**config.mk**
```make
export PLATFORM = sky130hd
export DESIGN_NAME = apb_master
export DESIGN_NICKNAME = d
export VERILOG_FILES = /design/src/rtl/apb_master.sv
export SDC_FILE = /design/constraint.sdc
export NUM_CORES = 1
export LEC_CHECK = 0
export ABC_CLOCK_PERIOD_IN_PS = 3850
export BUFFER_PORTS_ARGS = -buffer_cell sky130_fd_sc_hd__buf_2
export CORE_MARGIN = 1
export CORE_UTILIZATION = 27
export DETAILED_ROUTE_END_ITERATION = 6
export PLACE_DENSITY_LB_ADDON = 0.3
export SLEW_MARGIN = 20
export SYNTH_ARGS = -nofsm -noshare
export SYNTH_HDL_FRONTEND = slang
export SYNTH_SLANG_ARGS = --single-unit
```
**constraint.sdc**
```tcl
create_clock -name clk -period 3.85 [get_ports clk]
set_clock_uncertainty 0.05 [all_clocks]
set_input_delay 0.1925 -clock clk [delete_from_list [all_inputs] [get_ports clk]]
set_output_delay 0.1925 -clock clk [all_outputs]
set_load 0.02 [all_outputs]
```
**src/rtl/apb_master.sv**
```systemverilog
// APB4 requester: takes one command at a time, runs SETUP/ACCESS on the bus,
// absorbs wait states with an optional timeout, and returns a registered response.
//   state  | meaning
//   IDLE   | ready for a command, bus idle
//   SETUP  | psel high, penable low, one cycle
//   ACCESS | psel and penable high until pready or timeout
//   RESP   | response held until consumed
module apb_master #(
    parameter int ADDR_WIDTH = 32,
    parameter int DATA_WIDTH = 32,
    parameter int DATA_STRB  = DATA_WIDTH / 8,
    parameter int TIMEOUT    = 16
) (
    input  logic                  clk,
    input  logic                  nrst,
    input  logic                  cmd_valid,
    output logic                  cmd_ready,
    input  logic                  cmd_write,
    input  logic [ADDR_WIDTH-1:0] cmd_addr,
    input  logic [DATA_WIDTH-1:0] cmd_wdata,
    input  logic [DATA_STRB-1:0]  cmd_strb,
    input  logic [2:0]            cmd_prot,
    output logic                  rsp_valid,
    input  logic                  rsp_ready,
    output logic [DATA_WIDTH-1:0] rsp_rdata,
    output logic                  rsp_err,
    output logic                  psel,
    output logic                  penable,
    output logic                  pwrite,
    output logic [ADDR_WIDTH-1:0] paddr,
    output logic [DATA_WIDTH-1:0] pwdata,
    output logic [DATA_STRB-1:0]  pstrb,
    output logic [2:0]            prot,
    input  logic                  pready,
    input  logic                  slverr,
    input  logic [DATA_WIDTH-1:0] prdata
);

    localparam int CW = (TIMEOUT > 0) ? $clog2(TIMEOUT + 1) : 1;
    localparam logic [CW-1:0] TIMEOUT_CNT = CW'(TIMEOUT);

    typedef enum logic [1:0] {IDLE, SETUP, ACCESS, RESP} state_t;

    state_t                state, state_nxt;
    logic [CW-1:0]         wait_cnt, wait_cnt_nxt, wait_inc;
    logic                  cmd_ready_nxt, rsp_valid_nxt, rsp_err_nxt;
    logic [DATA_WIDTH-1:0] rsp_rdata_nxt, pwdata_nxt;
    logic                  psel_nxt, penable_nxt, pwrite_nxt;
    logic [ADDR_WIDTH-1:0] paddr_nxt;
    logic [DATA_STRB-1:0]  pstrb_nxt;
    logic [2:0]            prot_nxt;

    assign wait_inc = wait_cnt + CW'(1);

    always_ff @(posedge clk or negedge nrst) begin
        if (!nrst) begin
            state     <= IDLE;
            wait_cnt  <= '0;
            cmd_ready <= 1'b0;
            rsp_valid <= 1'b0;
            rsp_rdata <= '0;
            rsp_err   <= 1'b0;
            psel      <= 1'b0;
            penable   <= 1'b0;
            pwrite    <= 1'b0;
            paddr     <= '0;
            pwdata    <= '0;
            pstrb     <= '0;
            prot      <= '0;
        end else begin
            state     <= state_nxt;
            wait_cnt  <= wait_cnt_nxt;
            cmd_ready <= cmd_ready_nxt;
            rsp_valid <= rsp_valid_nxt;
            rsp_rdata <= rsp_rdata_nxt;
            rsp_err   <= rsp_err_nxt;
            psel      <= psel_nxt;
            penable   <= penable_nxt;
            pwrite    <= pwrite_nxt;
            paddr     <= paddr_nxt;
            pwdata    <= pwdata_nxt;
            pstrb     <= pstrb_nxt;
            prot      <= prot_nxt;
        end
    end

    always_comb begin
        state_nxt     = state;
        wait_cnt_nxt  = wait_cnt;
        cmd_ready_nxt = cmd_ready;
        rsp_valid_nxt = rsp_valid;
        rsp_rdata_nxt = rsp_rdata;
        rsp_err_nxt   = rsp_err;
        psel_nxt      = psel;
        penable_nxt   = penable;
        pwrite_nxt    = pwrite;
        paddr_nxt     = paddr;
        pwdata_nxt    = pwdata;
        pstrb_nxt     = pstrb;
        prot_nxt      = prot;

        case (state)
            IDLE: begin
                // cmd_ready comes up one cycle after reset release
                cmd_ready_nxt = 1'b1;
                if (cmd_valid && cmd_ready) begin
                    cmd_ready_nxt = 1'b0;
                    psel_nxt      = 1'b1;
                    penable_nxt   = 1'b0;
                    pwrite_nxt    = cmd_write;
                    paddr_nxt     = cmd_addr;
                    pwdata_nxt    = cmd_wdata;
                    pstrb_nxt     = cmd_write ? cmd_strb : '0;
                    prot_nxt      = cmd_prot;
                    wait_cnt_nxt  = '0;
                    state_nxt     = SETUP;
                end
            end
            SETUP: begin
                penable_nxt = 1'b1;
                state_nxt   = ACCESS;
            end
            ACCESS: begin
                if (pready) begin
                    psel_nxt      = 1'b0;
                    penable_nxt   = 1'b0;
                    rsp_valid_nxt = 1'b1;
                    rsp_err_nxt   = slverr;
                    rsp_rdata_nxt = pwrite ? '0 : prdata;
                    state_nxt     = RESP;
                end else if (TIMEOUT != 0 && wait_inc == TIMEOUT_CNT) begin
                    psel_nxt      = 1'b0;
                    penable_nxt   = 1'b0;
                    rsp_valid_nxt = 1'b1;
                    rsp_err_nxt   = 1'b1;
                    rsp_rdata_nxt = '0;
                    state_nxt     = RESP;
                end else begin
                    wait_cnt_nxt = wait_inc;
                end
            end
            RESP: begin
                if (rsp_ready) begin
                    rsp_valid_nxt = 1'b0;
                    cmd_ready_nxt = 1'b1;
                    state_nxt     = IDLE;
                end
            end
            default: state_nxt = IDLE;
        endcase
    end

endmodule

```
==> out/qor.txt <==
Vias: 4279
P per Cell Area: 803 mW/mm^2
Pre-CTS setup slack: 1.61 ns
P&R area growth vs syn: 64.3%
DRC errors left: 0
Initial antenna violation count: 0
Final worst-path cycle share: 0.565
Post-synth EDFFs: 0
FF/Latch Area: 0.00290 sq mm
Synth Register Bits: 116
Worst skew pair latency: 0.41 ns
Min Clock Period, post-route: 2.17 ns
Peak VDD IR: 327 uV
Total GRT Usage: 0.163
CP Class: reg -> reg
Synth Warn #: 0
Starting Density: 0.275
H-tree depth: 4
Routed Antenna Nets: 0
Die Ht: 132 um
Final #Nets: 890
RSZ-0062 raised after global routing: false
Synth Flop Type: dfrtp_1
Max-slew headroom: 0.474
Area of the multi-input gates: 0.00151 sq mm
Vias in the first global route: 4395
Fmax achieved: 460 MHz
Reg clk slew, reported paths: 0.06 ns
Initial DRT Pass Iterations: 4
Vias/cell: 4.25
Setup TNS: 0 ns
Resized cells post-CTS: 0
Post-route cell area: 0.00748 sq mm
Critical path endpoint category: flop
Clock buffer depth: 2
DP Wirelength: 8130 um
Core Rows: 47
Highest net fanout along the worst path: 69
Final hold vios: 0
Routability Congestion: 0.776
DR iter-0 viols: 177
Max Cap Violations: 0
ANT cells: 0
Share of layout cells above drive strength 1: 0.332
Sequential area share after synthesis: 0.638
Setup WS post-layout: 1.68 ns
Worst-margin pin slew: 0.789 ns
Fill cells: 1526
Critical Path RT: 4.08 ns
Final wirelength: 13600 um
Max-slew violations: 0
Status: completed
Syn Area/Cell: 10.1 sq um
Lkg Pwr: 4.05 nW
Die W: 132 um
Area of the core: 0.0165 sq mm
Hold Path Class: in -> reg
Routed WL per cell: 13.5 um
Setup violators final: 0
CP startpoint kind: flop
# Post-CTS Setup Buffers: 0
Cells after synthesis: 452
Worst path arrival time: 2.41 ns
Unique masters post-synth: 33
Die Footprint: 0.0174 sq mm
Clock sink count: 116
Fin Hold WS: 0.0253 ns
Placed cell areas: 0.00585 sq mm
Io pins: 219
Synthesized cell area: 0.00455 sq mm
Total gr overflow: 0
TritonCTS Buffers: 17
Clock Tree Root: clkbuf_16
PortBufs: 218
Pin count of the biggest net entering global routing: 74
Post-synth ARST share: 1.00
First-pass GRT wire length: 22200 um
Syn nets: 567
Fin util: 0.452
CTS tree: yes
## area by class of cell
class	instances	area share
Timing Repair Buffer	328	0.294
Tap cell	220	0.0368
Clock inverter	13	0.0146
Sequential cell	116	0.388
Multi-Input combinational cell	305	0.202
Inverter	7	0.00351
Clock buffer	19	0.0606
## critical path, cell delays in order, from the launching register on
cell and delay (ns):
dfrtp_1 0.39, inv_1 0.08, ha_1 0.31, nand3_4 0.12, buf_4 0.57, o21ai_0 0.25, a31oi_1 0.21, a21oi_1 0.06
## cells in the mapped netlist, drive strengths merged (2+ instances only)
cell type | count | area, sq um
buf | 8 | 65.1
ha | 5 | 62.6
nand2b | 2 | 20.0
dfrtp | 116 | 2900
mux2 | 2 | 22.5
xor2 | 2 | 17.5
a21oi | 4 | 20.0
o21ai | 11 | 58.8
nand3 | 6 | 30.0
nand2 | 222 | 833
inv | 7 | 26.3
o31ai | 2 | 15.0
a31oi | 2 | 27.5
a22o | 32 | 280
clkbuf | 16 | 60.1
nor2 | 3 | 11.3
## what timing repair did
| action | in CTS | in global routing |
|---|---|---|
| setup endpoints to repair | 0 | 0 |
| hold endpoints to repair | 157 | 0 |
| hold buffers | 106 | 0 |
## state kept, by name (all words and copies together), names as in the netlist, 2 cells and up
signal / cells
paddr: 32
pwdata: 32
rsp_rdata: 32
wait_cnt: 5
pstrb: 4
prot: 3
state: 2
## per-layer routing
metal | GRT usage | part of all wire
met1 | 0.200 | 0.45
met2 | 0.267 | 0.47
met3 | 0.0484 | 0.063
met4 | 0.0678 | 0.017
met5 | 0 | 0
## worst paths after layout
check,from,to,slack (ns),cells after the start
setup / recovery,state[0],wait_cnt[2],1.68,7
hold / removal,rsp_ready,cmd_ready,0.03,3
setup reg to reg,state[0],wait_cnt[2],1.68,7
hold reg to reg,pstrb[1],pstrb[1],0.41,2
max in group asynchronous,nrst,paddr[14],2.63,3
min in group asynchronous,nrst,rsp_rdata[22],0.33,2
## kinds of logic (layout without fill, tap and decap cells)
family                   Yosys count  in the layout  synth area share
adder cells (fa/ha/maj)            5              5            0.0137
AO/OA/AOI/OAI                     57             57             0.100
flip-flops                       116            116             0.638
AND/OR/NAND/NOR                  239            239             0.206
multiplexers                       2              2           0.00495
XOR/XNOR                           2              2           0.00385
buffers and inverters             31            367            0.0333
## per-stage QoR
stage / instances / total power [mW]
finish: 1008 / 6.00
global route: 1008 / 6.40
CTS: 1008 / 6.05
detailed placement: 870 / 4.44
global placement: 870 / 4.43
floorplan: 452 / 3.58
## report_power, final
group / switching (mW) / internal (mW)
registers: 0.309 / 1.78
logic: 1.55 / 0.883
clock network: 0.567 / 0.916
total: 2.42 / 3.58
## placed cells by master (no fill, tap or decap), types with 2 or more instances in the layout
cell / n
dfrtp_1: 116
o31ai_1: 2
a22o_1: 32
clkbuf_16: 17
dlygate4sd3_1: 106
xor2_1: 2
clkinv_4: 2
a21oi_1: 4
clkbuf_8: 2
nand3_1: 5
clkinv_2: 6
o21ai_0: 10
nor2_1: 2
ha_1: 5
clkinvlp_4: 3
buf_4: 4
buf_2: 217
nand2_1: 222
inv_1: 7
No activity file was read; power rests on OpenSTA's default activity.
